==> src/rtl/fetch_pkg.sv <==
// Shared types and constants for the instruction fetch unit.
package fetch_pkg;

  // Encoding driven on every bubble cycle unless overridden at the top.
  localparam logic [31:0] NOP_INSTR_DEFAULT = 32'h0000_0000;

  // Byte address to word address: drop the two byte-offset bits.
  localparam int unsigned WORD_SHIFT = 2;

  // BUBBLE: NOP to the core; RUN: ROM word passes straight through;
  // HOLD: core is stalled, replay the captured word.
  typedef enum logic [1:0] {
    BUBBLE = 2'd0,
    RUN    = 2'd1,
    HOLD   = 2'd2
  } fetch_state_t;

endpackage : fetch_pkg

==> src/rtl/fetch_sat_counter.sv <==
// 32-bit event counter that sticks at all-ones and clears synchronously.
module fetch_sat_counter (
  input  logic        clk,
  input  logic        clear,
  input  logic        inc,
  output logic [31:0] count
);

  logic [31:0] count_q;
  logic [31:0] count_d;

  // Next count: add one unless already saturated.
  always_comb begin
    // NOTE: assign every always_comb output a default first so no path leaves it unassigned and infers a latch.
    count_d = count_q;
    if (inc && (count_q != 32'hFFFF_FFFF)) begin
      count_d = count_q + 32'd1;
    end
  end

  // Count register with synchronous clear.
  always_ff @(posedge clk) begin
    // NOTE: sequential state uses non-blocking assignments so every flop samples pre-edge values.
    if (clear) begin
      count_q <= '0;
    end else begin
      count_q <= count_d;
    end
  end

  assign count = count_q;

endmodule : fetch_sat_counter

==> src/rtl/instr_fetch_unit.sv <==
// Instruction fetch front end between the core PC and a 1-cycle-latency ROM.
// Handles stall (hold the presented word) and flush (inject a NOP bubble).
// Optional macro FETCH_PERF_EN builds the fetch/bubble performance counters;
// without it both counter ports read 0.
module instr_fetch_unit
  import fetch_pkg::*;
#(
  parameter int unsigned ADDR_W    = 10,
  parameter logic [31:0] NOP_INSTR = NOP_INSTR_DEFAULT
) (
  input  logic              clk,
  input  logic              reset,
  input  logic [31:0]       PC,
  input  logic              stall,
  input  logic              flush,
  output logic [ADDR_W-1:0] imem_addr,
  input  logic [31:0]       imem_rdata,
  output logic [31:0]       Instruction,
  output logic              instr_valid,
  output logic [31:0]       fetch_pc,
  output logic [31:0]       fetch_count,
  output logic [31:0]       bubble_count
);

  fetch_state_t state_q, state_d;
  logic [31:0]  pend_pc_q, pend_pc_d;
  logic         pend_ok_q, pend_ok_d;
  logic [31:0]  hold_instr_q, hold_instr_d;
  logic [31:0]  hold_pc_q, hold_pc_d;
  logic         unused_pc_bits;

  // The ROM address is the word index; high PC bits wrap by truncation.
  assign imem_addr      = PC[WORD_SHIFT +: ADDR_W];
  assign unused_pc_bits = ^{PC[31:ADDR_W+WORD_SHIFT], PC[WORD_SHIFT-1:0]};

  // Next state, pending-fetch tracking and hold capture.
  always_comb begin
    state_d      = state_q;
    pend_pc_d    = pend_pc_q;
    pend_ok_d    = pend_ok_q;
    hold_instr_d = hold_instr_q;
    hold_pc_d    = hold_pc_q;

    // While holding, the core keeps PC steady, so the pending fetch is frozen.
    if (state_q != HOLD) begin
      pend_pc_d = PC;
      pend_ok_d = !flush;
    end

    unique case (state_q)
      BUBBLE: state_d = flush ? BUBBLE : RUN;
      RUN: begin
        if (flush) begin
          state_d = BUBBLE;
        end else if (stall) begin
          state_d      = HOLD;
          hold_instr_d = imem_rdata;
          hold_pc_d    = pend_pc_q;
        end
      end
      HOLD: begin
        if (flush) begin
          state_d = BUBBLE;
        end else if (!stall) begin
          state_d = RUN;
        end
      end
      default: state_d = BUBBLE;
    endcase
  end

  // State and datapath registers; reset overrides stall and flush.
  always_ff @(posedge clk) begin
    if (reset) begin
      state_q      <= BUBBLE;
      pend_pc_q    <= '0;
      pend_ok_q    <= 1'b0;
      hold_instr_q <= NOP_INSTR;
      hold_pc_q    <= '0;
    end else begin
      state_q      <= state_d;
      pend_pc_q    <= pend_pc_d;
      pend_ok_q    <= pend_ok_d;
      hold_instr_q <= hold_instr_d;
      hold_pc_q    <= hold_pc_d;
    end
  end

  // Output selection: NOP bubble, live ROM word, or replayed held word.
  always_comb begin
    Instruction = NOP_INSTR;
    instr_valid = 1'b0;
    fetch_pc    = '0;
    unique case (state_q)
      RUN: begin
        instr_valid = pend_ok_q;
        Instruction = pend_ok_q ? imem_rdata : NOP_INSTR;
        fetch_pc    = pend_pc_q;
      end
      HOLD: begin
        instr_valid = 1'b1;
        Instruction = hold_instr_q;
        fetch_pc    = hold_pc_q;
      end
      default: ;
    endcase
  end

`ifdef FETCH_PERF_EN
  // A fetch is delivered when a valid word meets a non-stalled core.
  fetch_sat_counter u_fetch_cnt (
    .clk   (clk),
    .clear (reset),
    .inc   (instr_valid && !stall),
    .count (fetch_count)
  );

  fetch_sat_counter u_bubble_cnt (
    .clk   (clk),
    .clear (reset),
    .inc   (state_q == BUBBLE),
    .count (bubble_count)
  );
`else
  assign fetch_count  = 32'd0;
  assign bubble_count = 32'd0;
`endif

endmodule : instr_fetch_unit

==> config.mk <==
export PLATFORM = sky130hd
export DESIGN_NAME = instr_fetch_unit
export DESIGN_NICKNAME = d
export VERILOG_FILES = /design/src/rtl/fetch_pkg.sv /design/src/rtl/fetch_sat_counter.sv /design/src/rtl/instr_fetch_unit.sv
export SDC_FILE = /design/constraint.sdc
export NUM_CORES = 1
export LEC_CHECK = 0
export BUFFER_PORTS_ARGS = -buffer_cell sky130_fd_sc_hd__buf_2
export CAP_MARGIN = 20
export CORE_MARGIN = 3
export CORE_UTILIZATION = 53
export CTS_CLUSTER_SIZE = 12
export DETAILED_ROUTE_END_ITERATION = 8
export PLACE_DENSITY = 0.88
export SYNTH_ARGS = -nofsm -noshare
export SYNTH_HDL_FRONTEND = slang
export SYNTH_SLANG_ARGS = --single-unit
==> constraint.sdc <==
create_clock -name clk -period 3.1 [get_ports clk]
set_clock_uncertainty 0.1 [all_clocks]
set_input_delay 0.62 -clock clk [delete_from_list [all_inputs] [get_ports clk]]
set_output_delay 0.62 -clock clk [all_outputs]
set_load 0.01 [all_outputs]
==> flow_metrics.tcl <==
set metrics [dict create \
    layout.nets 809 \
    drive_gt1_share_pct 27.8 \
    pre_cts_ws_ns 0.584 \
    cts_buffer_depth 2 \
    clock_latency_ns 0.36 \
    synth_area_per_cell_um2 8.34 \
    place_hpwl_um 8210 \
    cp-end-kind "output port" \
    yosysTopAreaCell "dfxtp_1" \
    finalHoldViolations 0 \
    ys.flop_type "dfxtp_1" \
    synthArstFlopShare_pct 0 \
    ys_seq_area_share_pct 37.5 \
    wl_per_cell_um 13.5 \
    die_y_um 106 \
    hold_slack_ns 0.364 \
    leakage_nw 2.30 \
    p_seq_share_pct 53.4 \
    setup_ws_ns 0.201 \
    synthToLayoutAreaGrowth_pct 11.4 \
    critPathRequiredTime_ns 2.38 \
    grt_max_degree 54 \
    synth_edf_count 0 \
    setup_viol 0 \
    synth.most_common_cell "nand2_1" \
    antenna_found_initial 0 \
    drt_wl_total_um 11700 \
    cts_buffers 9 \
    worst_pin_slew_ns 0.664 \
    ys_top_cells_by_count "128 x nand2_1, 99 x dfxtp_1, 79 x buf_4" \
    drv_slew 0 \
    combPwrFrac_pct 12.6 \
    synthesis.area_um2 5280 \
    cts_tree "built" \
    rows 35 \
    ir_worst_vdd_v 0.000303 \
    layoutNonFillerInstCount 870 \
    fin_crit_ns 2.90 \
    period_share_pct 93.5 \
    max_freq_ghz 0.345 \
    htreeDepth 3 \
    vias 4482 \
    arrival_ns 2.18 \
    postCtsHoldBufs 0 \
    synthTopCellsByArea "dfxtp_1 38%, buf_4 11%, nand2_1 9.1%, a22oi_1 9.0%, nor2b_1 7.7%" \
    ys_warn_count 0 \
    outcome "finished clean" \
    max_slew_margin_pct 55.7 \
    post_dp_cell_area_um2 5680 \
    fin_util_pct 62.2 \
    first_pass_iters 4 \
    swShare_pct 27.4 \
    grt_pass1_wl_um 18800 \
    dp.cells 854 \
    viasPerCell 5.15 \
    post_cts_buffers 0 \
    gp_congestion 0.723 \
    fin_area_um2 5880 \
    cts.sinks 99 \
    post_synth_inst_count 633 \
    clkPwrFrac_pct 34.1 \
    num_io_pins 207 \
    setup_tns_ns 0 \
    clkTransAtPathRegs_ns 0.10 \
    die-area_um2 11200 \
    grt_pass1_vias 4156 \
    p_sw_mw 0.687 \
    intPower_mw 1.82 \
    powerDensity_nw_per_um2 427 \
    n_antenna_cell 0 \
    drc 0 \
    rsz0062_at_grt "false" \
    core_um2 9460 \
    clock_tree.root_cell "clkbuf_8" \
    drtAntennaViolNets 0 \
    post_cts_resized 0 \
    hold_class "reg2reg" \
    dieWidth_um 106 \
    max_cap_violations 0 \
    grt-ovfl-total 0 \
    yosysTopAreaCellShare_pct 37.5 \
    start_kind "flop" \
    ys_types 25 \
    worstPathMaxFanout 48 \
    drt_iter0_markers 256 \
    io_buffers 142 \
    start_util_pct 55.8 \
    worstSetupPathType "reg2out" \
    total_power_mw 2.51 \
    ys_ff_latch 99 \
    gr-usage-all-layers_pct 19.9 \
]
[cell families (layout without fill, tap and decap cells)]
group                      count (synthesis)  in the layout  synth area share, %
and+or+nand+nor                          233            233                 20.0
AOI/OAI and AO/OA                        133            133                 18.1
buffers and inverters                    128            173                 16.6
DFF                                       99             99                 37.5
muxes                                     34             34                 6.52
adders and majority gates                  5              5                 1.19
other                                      1             64               0.0710
[final timing paths]
| check | from | to | slack, ns | depth (start not counted) |
|---|---|---|---|---|
| worst max-delay path | state_q[0] | fetch_pc[13] | 0.20 | 6 |
| worst max register to register | state_q[0] | state_q[0] | 1.19 | 4 |
| worst min-delay path | hold_instr_q[17] | hold_instr_q[17] | 0.36 | 2 |
| worst min register to register | hold_instr_q[17] | hold_instr_q[17] | 0.36 | 2 |
[cell usage in the layout (no fill, tap or decap), types with 4 or more instances in the layout]
master and instances:
a21oi_1 36, a21oi_2 31, a22oi_1 63, buf_12 4
buf_2 141, buf_4 9, clkbuf_8 9, conb_1 64
dfxtp_1 99, ha_1 4, mux2i_1 33, nand2_1 128
nor2_1 35, nor2b_1 65
[cell type report]
| cell class | instances | area (µm²) |
|---|---|---|
| timing repair buffer | 154 | 853 |
| inverter | 3 | 11.3 |
| clock inverter | 7 | 81.3 |
| fill | 777 | 3580 |
| tap | 129 | 161 |
| multi-input combinational | 469 | 2670 |
| sequential | 99 | 1980 |
| clock buffer | 9 | 124 |
[sequential cells by signal, summed over array words and instances, names as in the netlist]
| register | cells |
|---|---|
| state_q | 2 |
| pend_pc_q | 32 |
| hold_pc_q | 32 |
| hold_instr_q | 32 |
| pend_ok_q | 1 |
[critical path, cell delays in order (launching register included)]
cell	delay, ns
dfxtp_1	0.37
inv_1	0.14
ha_4	0.58
buf_12	0.29
a22oi_1	0.13
nor2b_1	0.14
buf_2	0.15
[power groups by stage]
stage | combinational (mW) | clock, mW | sequential (mW)
3_5_place_dp | 0.314 | 0 | 1.37
2_1_floorplan | 0.284 | 0 | 1.36
6_report | 0.315 | 0.855 | 1.34
4_1_cts | 0.315 | 0.874 | 1.34
3_3_place_gp | 0.304 | 0 | 1.37
5_1_grt | 0.348 | 0.926 | 1.34
[layer usage]
layer	up-vias	share of wire (%)	GRT usage (%)
li1	2163	-	-
met1	2113	41	23.6
met2	198	51	36.4
met3	8	7.3	4.29
met4	0	0.81	4.63
met5	-	0	0
No activity file was read; power rests on OpenSTA's default activity.
